**src/rtl/fir_pkg.sv**
```systemverilog
// Shared constants, FSM state type and default coefficient set for the FIR core.
// Coefficients: 32-tap Hamming-windowed low-pass, fc = 4 kHz at fs = 44.1 kHz, Q15.
package fir_pkg;

   localparam int unsigned NTAPS = 32;
   localparam int unsigned DW    = 16;
   localparam int unsigned AW    = $clog2(NTAPS);
   localparam int unsigned ACCW  = 2*DW + AW;

   typedef enum logic [1:0] {IDLE, MAC, OUT} state_t;

   // Centre pair differs by one LSB so the taps sum to exactly 32767 (unity DC gain).
   localparam logic signed [DW-1:0] COEF [0:NTAPS-1] = '{
       16'sd29,    16'sd59,    16'sd88,    16'sd101,   16'sd56,   -16'sd85,   -16'sd317,  -16'sd572,
      -16'sd706,  -16'sd555,   16'sd10,    16'sd1036,  16'sd2408,  16'sd3878,  16'sd5119,  16'sd5835,
       16'sd5834,  16'sd5119,  16'sd3878,  16'sd2408,  16'sd1036,  16'sd10,   -16'sd555,  -16'sd706,
      -16'sd572,  -16'sd317,  -16'sd85,    16'sd56,    16'sd101,   16'sd88,    16'sd59,    16'sd29
   };

endpackage

```
**src/rtl/fir_coef_rom.sv**
```systemverilog
// Combinational coefficient lookup: tap index -> signed Q15 coefficient.
module fir_coef_rom
   import fir_pkg::*;
(
   input  logic [AW-1:0]        addr,
   output logic signed [DW-1:0] coef_c
);

   assign coef_c = COEF[addr];

endmodule

```
**src/rtl/fir_core.sv**
```systemverilog
// Time-multiplexed FIR filter: one MAC stepped over NTAPS taps per accepted sample,
// followed by Q15 round-half-up and saturation to 16 bits.
module fir_core #(
   parameter int unsigned NTAPS = fir_pkg::NTAPS,
   parameter int unsigned DW    = fir_pkg::DW,
   parameter int unsigned ACCW  = 2*DW + $clog2(NTAPS)
) (
   input  logic          aclk,
   input  logic          areset,
   input  logic          s_axis_data_tvalid,
   output logic          s_axis_data_tready,
   input  logic [DW-1:0] s_axis_data_tdata,
   output logic          m_axis_data_tvalid,
   output logic [DW-1:0] m_axis_data_tdata
);
   import fir_pkg::*;

   localparam int unsigned IDXW = $clog2(NTAPS);
   localparam logic signed [ACCW-1:0] RND     = ACCW'(2**(DW-2));
   localparam logic signed [ACCW-1:0] SAT_MAX = ACCW'((2**(DW-1)) - 1);
   localparam logic signed [ACCW-1:0] SAT_MIN = ~SAT_MAX;

   state_t                 state;
   logic [IDXW-1:0]        idx;
   logic signed [ACCW-1:0] acc;
   logic signed [DW-1:0]   x [0:NTAPS-1];

   logic signed [DW-1:0]   coef_c;
   logic signed [2*DW-1:0] prod_c;
   logic signed [ACCW-1:0] acc_shr_c;
   logic [DW-1:0]          sat_c;

   fir_coef_rom u_rom (
      .addr   (idx),
      .coef_c (coef_c)
   );

   // Full-precision product, then round-half-up and clamp to the Q15 range.
   always_comb begin
      prod_c    = coef_c * x[idx];
      acc_shr_c = (acc + RND) >>> (DW-1);
      sat_c     = acc_shr_c[DW-1:0];
      if (acc_shr_c > SAT_MAX) begin
         sat_c = {1'b0, {(DW-1){1'b1}}};
      end else if (acc_shr_c < SAT_MIN) begin
         sat_c = {1'b1, {(DW-1){1'b0}}};
      end
   end

   // Sequencer, delay line and MAC accumulator.
   always_ff @(posedge aclk or posedge areset) begin
      if (areset) begin
         state              <= IDLE;
         idx                <= '0;
         acc                <= '0;
         s_axis_data_tready <= 1'b1;
         m_axis_data_tvalid <= 1'b0;
         m_axis_data_tdata  <= '0;
         for (int k = 0; k < int'(NTAPS); k++) begin
            x[k] <= '0;
         end
      end else begin
         m_axis_data_tvalid <= 1'b0;
         case (state)
            IDLE: begin
               if (s_axis_data_tvalid) begin
                  x[0] <= s_axis_data_tdata;
                  for (int k = 1; k < int'(NTAPS); k++) begin
                     x[k] <= x[k-1];
                  end
                  acc                <= '0;
                  idx                <= '0;
                  s_axis_data_tready <= 1'b0;
                  state              <= MAC;
               end
            end
            MAC: begin
               acc <= acc + ACCW'(prod_c);
               idx <= idx + 1'b1;
               if (idx == IDXW'(NTAPS-1)) begin
                  state <= OUT;
               end
            end
            OUT: begin
               // tready rises with the result so the next sample lands NTAPS+2 edges after the last.
               m_axis_data_tdata  <= sat_c;
               m_axis_data_tvalid <= 1'b1;
               s_axis_data_tready <= 1'b1;
               state              <= IDLE;
            end
            default: begin
               state <= IDLE;
            end
         endcase
      end
   end

endmodule

```
**config.mk**
```make
export PLATFORM = sky130hd
export DESIGN_NAME = fir_core
export DESIGN_NICKNAME = d
export VERILOG_FILES = /design/src/rtl/fir_pkg.sv /design/src/rtl/fir_coef_rom.sv /design/src/rtl/fir_core.sv
export SDC_FILE = /design/constraint.sdc
export NUM_CORES = 2
export LEC_CHECK = 0
export CAP_MARGIN = 20
export CORE_ASPECT_RATIO = 1.75
export CORE_MARGIN = 4
export CORE_UTILIZATION = 70
export DETAILED_ROUTE_END_ITERATION = 8
export PLACE_DENSITY = 0.87
export SLEW_MARGIN = 20
export SYNTH_ARGS = -nofsm -noshare
export SYNTH_HDL_FRONTEND = slang
export SYNTH_SLANG_ARGS = --single-unit
```
**constraint.sdc**
```tcl
create_clock -name aclk -period 52.3 [get_ports aclk]
set_input_delay 5.23 -clock aclk [delete_from_list [all_inputs] [get_ports aclk]]
set_output_delay 5.23 -clock aclk [all_outputs]
set_load 0.1 [all_outputs]
```
## Word level (Yosys, flattened, before mapping)

Memory sizes are Yosys's and may differ from the RTL's.
Cells that the tools add are included.

- Register bits after elaboration: 574
- Memory bits (read-only): 512
- Input port bits: 19
- Output and inout port bits: 18
- Word-level logic and storage cells: 76
- Memories kept: 1

- $add $sub $neg: 3
- $mul: 1
- Order comparisons: 3
- Equality and inequality tests: 5
- Multiplexer cells: 17
- Bitwise gates (word level): 1
- Reductions and logical operators: 7

Memory list:

| memory | words | bits a word | rd ports | clocked after Yosys merged registers in | wr ports | RTL line | text |
|---|---|---|---|---|---|---|---|
| (no name shown) | 32 | 16 | 1 | 0 | 0 | fir_coef_rom.sv:9 | `assign coef_c = COEF[addr];` |

Operators with widths:

| cell | count |
|---|---|
| 2-to-1 mux 16 bit | 6 |
| binary-select mux 16 bit (select 5 bit) | 1 |
| one-hot mux 37 bit (2 select lines) | 1 |
| adder 37 x 16 -> 37 bit, second input constant | 1 |
| adder 37 x 32 -> 37 bit | 1 |
| 2-to-1 mux 37 bit | 1 |
| multiplier 16 x 16 -> 32 bit | 1 |
| > comparator 22 x 16 -> 1 bit, second input constant | 1 |
| < comparator 22 x 16 -> 1 bit, second input constant | 1 |
| one-hot mux 5 bit (2 select lines) | 1 |
| AND reduction 2 bit | 4 |
| greater-or-equal comparator 6 bit, second input constant | 1 |
| inverter 5 -> 6 bit | 1 |
| adder 5 x 1 -> 5 bit, second input constant | 1 |
| equality test 5 bit, second input constant | 1 |
| 2-to-1 mux 5 bit | 1 |
| 2-to-1 mux 2 bit | 2 |
| inequality test 2 bit, second input constant | 2 |
| one-hot mux 2 bit (2 select lines) | 1 |
| nonzero test 2 bit | 2 |
| equality test 2 x 1 -> 1 bit, second input constant | 1 |
| equality test 2 bit, second input constant | 1 |
| zero test 2 bit | 1 |
| 2-to-1 mux 1 bit | 2 |
| one-hot mux 1 bit (2 select lines) | 1 |

## Logic depth before layout (Yosys ltp)

- Depth after elaboration: 7
- Gate-level depth with buffers: 35
- Gate-level depth less buffers: 31

## Cells and area by module

From an unflattened synthesis, not the netlist that was laid out.

- Cells, all modules: 3,159
- Area total of the unflattened synthesis: 38,839.8 um2

By module, submodules not included:

| module | times used | cells each | area each (um2) | sequential area each (um2) |
|---|---|---|---|---|
| fir_core | 1 | 3,038 | 37,913.9 | 14,365.0 |
| fir_coef_rom | 1 | 121 | 925.9 | 0.0 |

## Worst setup path before layout

No wires, ideal clock.

- Path kind: register -> register
- From: reg idx[1]
- To: reg acc[36]
- Library setup time: 121 ps
- Arrival time: 8,426 ps
- Data required time: 52,179 ps
- Path slack: 43,753 ps
- Cell stages (with the launch flop): 32
- Buffers on the path: 5
- Clock period less this slack: 8,547 ps
- Cells stage by stage: dfrtp_1 buf_6 buf_4 buf_4 buf_2 inv_1 ha_1 inv_1 a21oi_1 or2_2 a21oi_1 clkbuf_1 nand2_1 fa_1 inv_1 fa_1 fa_1 fa_1 fa_1 inv_1 fa_1 inv_1 ha_1 a21o_1 a21o_1 a2111oi_0 nor3_1 o41ai_2 o311ai_1 o31ai_2 xnor2_1 a22o_1

- Cells in the longest elaborated chain, start to end: 7
- Elaborated cells on any way between the ends: 10
- Those cells by class: 1 x add/sub; 1 x mul; 6 x mux; 1 x bitwise; 1 x memory

RTL lines:

| element | RTL line | text |
|---|---|---|
| start: declaration | fir_core.sv:24 | `logic [IDXW-1:0] idx;` |
| start signal: assignment | fir_core.sv:79 | `idx <= idx + 1'b1;` |
| inverter 5 -> 6 bit (implied by the code) (*) | fir_coef_rom.sv:9, fir_core.sv:40 |  |
| memory (32 x 16 bit) or binary-select mux 16 bit (select 5 bit) (tied branches) | -- |  |
| 2-to-1 mux 16 bit (on tied branches) (2 in series) | fir_coef_rom.sv:9, fir_core.sv:40 |  |
| multiplier 16 x 16 -> 32 bit (*) | fir_core.sv:40 | `prod_c = coef_c * x[idx];` |
| adder 37 x 32 -> 37 bit (*) | fir_core.sv:78 | `acc <= acc + ACCW'(prod_c);` |
| one-hot mux 37 bit (2 select lines) (*) | fir_core.sv:64 | `case (state)` |
| end signal: assignment | fir_core.sv:78 |  |
| end: declaration | fir_core.sv:25 | `logic signed [ACCW-1:0] acc;` |

Every way passes the cells marked *; elsewhere a longest branch is shown, timed or not. The select of a mux whose other input is x is not followed.
A chain may end at the register's enable or synchronous reset.

## Final worst setup path

Ends and elaborated chain as after synthesis.

==> impl_metrics.ini <==
[grt]
grt_pass1_wl_um = 152000
grt-ovfl-total = 0
antenna_found_initial = 0
grt_use_total = 0.333
grt_max_degree = 248
grt_pass1_vias = 29659

[synth]
synth_fp_nets = 4447
synth_edf_count = 0
synth_top_flop_cell = dfrtp_1
ys_top_cells_by_area = dfrtp_1 38%, nand2_1 17%, fa_1 16%
netlist_area_mm2 = 0.0376
yosysWarnings = 0
syn_inst = 4010
yosysMostFrequentCell = nand2_1
synth_seq_area_share = 0.382
synthArstFlopShare = 1.00
synth_top_area_cell = dfrtp_1
syn_avg_cell_area_um2 = 9.38
ys_seq_elements = 574
synth.distinct_cells = 70
synthTopCellsByCount = 1720 x nand2_1, 573 x dfrtp_1, 362 x inv_1, 296 x fa_1, 162 x mux4_2
yosysTopAreaCellShare = 0.381

[timing]
setup_tns_ns = 0
finalHoldViolCount = 0
maxSlewHeadroom = 0.201
period_share = 0.210
maxSlewViolCount = 0
rsz0062_at_grt = false
period_minus_slack_ns = 10.97
worst_clock_skew_ns = 0.0301
worst_pin_slew_ns = 1.20
max_freq_ghz = 0.0912
whs_ns = 0.474
setup_viol = 0

[floorplanning]
core_mm2 = 0.0533
die_area_mm2 = 0.0577
die_h_um = 315
die_w_um = 183
fp-row-count = 112
start_util = 0.707
ios = 37

[setup_path]
reg2reg_depth = 26
r2r-end = acc[36]
path_max_fanout = 55
crit_arrival_ns = 11.47
required_ns = 52.80
r2r_slack_ns = 41.33
r2r_start = idx[1]
crit_start = idx[1]
crit_path_start_kind = flop
endpoint_kind = flop
worstSetupPathType = reg -> reg

[routing]
viasPerCell = 6.02
route.detailed.drc = 0
antenna_left = 0
routed_wirelength_um = 92600
drtIter0Drc = 2511
first_pass_iters = 6
post_drt_wl_per_cell_um = 19.9
vias = 27994

[placement]
gp_congestion = 0.997
port_buffers = 36
dp_hpwl_um = 64400

[finish]
drive_gt1_frac = 0.0796
fin_nets = 4364
diodes = 0
nFillCells = 3389
seqCellArea_mm2 = 0.0144
multi_input_area_mm2 = 0.0210
area_delta_synth_final_pct = 6.77

[min_path]
holdPathEnd = x[3]
min-delay-start = x[3]
hold_path_class = reg -> reg
holdPathStages = 2

[clock_network]
post_cts_buffers = 0
cts.clk_slew.worst_paths_ns = 0.07
cts_buffer_depth = 3
cts_resized = 0
cts_max_level = 2
cts_hold_buf = 0
cts_tree = built
cts_inserted_buffers = 51
root_buffer = clkbuf_16
clock-sinks = 574
clock_latency_ns = 0.62

[outcome]
status = finished, final reports clean

[flow_run]
drv_cap = 0
-- cell usage in the layout, fill, tap and decap left out, types with 8 or more instances in the layout --
cell type / instances
inv_1: 361
nor2_1: 123
clkbuf_16: 51
xor2_1: 23
nand4_1: 8
nor3_1: 12
a22oi_1: 15
bufinv_16: 8
a21oi_1: 47
and2_1: 10
mux4_2: 162
clkbuf_8: 13
dfrtp_1: 569
o21ai_1: 8
fa_1: 296
ha_1: 122
buf_4: 31
nand2_1: 1720
o21ai_0: 73
nand3_1: 47
mux2i_1: 11
a21o_1: 13
nor2b_1: 20
xnor2_1: 32
o21a_1: 9
clkinv_2: 11
nand2b_1: 23
clkdlybuf4s50_1: 36
-- sequential cells by signal, indices dropped and copies added, names as in the netlist --
signal              count
m_axis_data_tvalid      1
s_axis_data_tready      1
m_axis_data_tdata      16
state                   2
x                     512
acc                    37
idx                     5
-- area by class of cell --
class	instances	share of cell area
clock inverter	25	0.00916
multi-input combinational	2864	0.524
clock buffer	70	0.0368
sequential	574	0.358
timing repair buffer	72	0.0170
inverter	364	0.0342
tap	684	0.0213
-- through the flow --
| stage | util | cells | instance area (um^2) | setup WS (ns) |
|---|---|---|---|---|
| 2_1_floorplan | - | 4010 | 37600 | 31.01 |
| 3_3_place_gp | 0.720 | 4558 | 38300 | 41.55 |
| 3_5_place_dp | 0.720 | 4558 | 38300 | 41.36 |
| 4_1_cts | 0.754 | 4653 | 40200 | 41.33 |
| 5_1_grt | 0.754 | 4653 | 40200 | 40.67 |
| 6_report | 0.754 | 4653 | 40200 | 41.33 |
-- per-layer routing --
| layer | GRT usage | vias to the layer above | part of all wire |
|---|---|---|---|
| met5 | 0 | - | 0 |
| met4 | 0.210 | 0 | 0.080 |
| met3 | 0.0479 | 429 | 0.055 |
| met2 | 0.586 | 1099 | 0.53 |
| met1 | 0.380 | 14029 | 0.34 |
| li1 | - | 12437 | - |
-- cell families after synthesis --
logic type | share of synthesized area
flip-flops | 0.382
buffers and inverters | 0.0600
AND/OR/NAND/NOR | 0.208
AO/OA/AOI/OAI | 0.0385
XOR/XNOR | 0.0128
adder cells (fa/ha/maj) | 0.198
multiplexers | 0.101
-- how the worst max path moves through the flow --
stage / end / slack, ns
final: acc[36] / 41.33
after floorplan: acc[0] / 31.01
after detailed placement: acc[36] / 41.36
after global placement: acc[36] / 41.55
after CTS: acc[36] / 41.33
after global routing: acc[36] / 40.67
-- critical path, stage by stage (launching register included) --
cell	delay [ns]
dfrtp_4	0.88
buf_4	0.87
buf_4	0.86
mux4_2	0.59
mux4_2	0.48
mux2i_1	0.25
buf_4	0.30
nand2b_1	0.27
fa_1	0.48
inv_1	0.25
fa_1	0.65
fa_1	0.55
fa_1	0.52
fa_1	0.49
inv_1	0.05
fa_1	0.47
inv_1	0.04
ha_1	0.33
o21ai_0	0.50
a211oi_1	0.22
nand4_1	0.13
o221ai_1	0.14
o41ai_2	0.56
o311ai_1	0.26
o31ai_2	0.26
xnor2_1	0.11
a22o_1	0.23
Power is not shown: default switching activity piles up to over one toggle a cycle in this logic, so the estimate is an artifact.
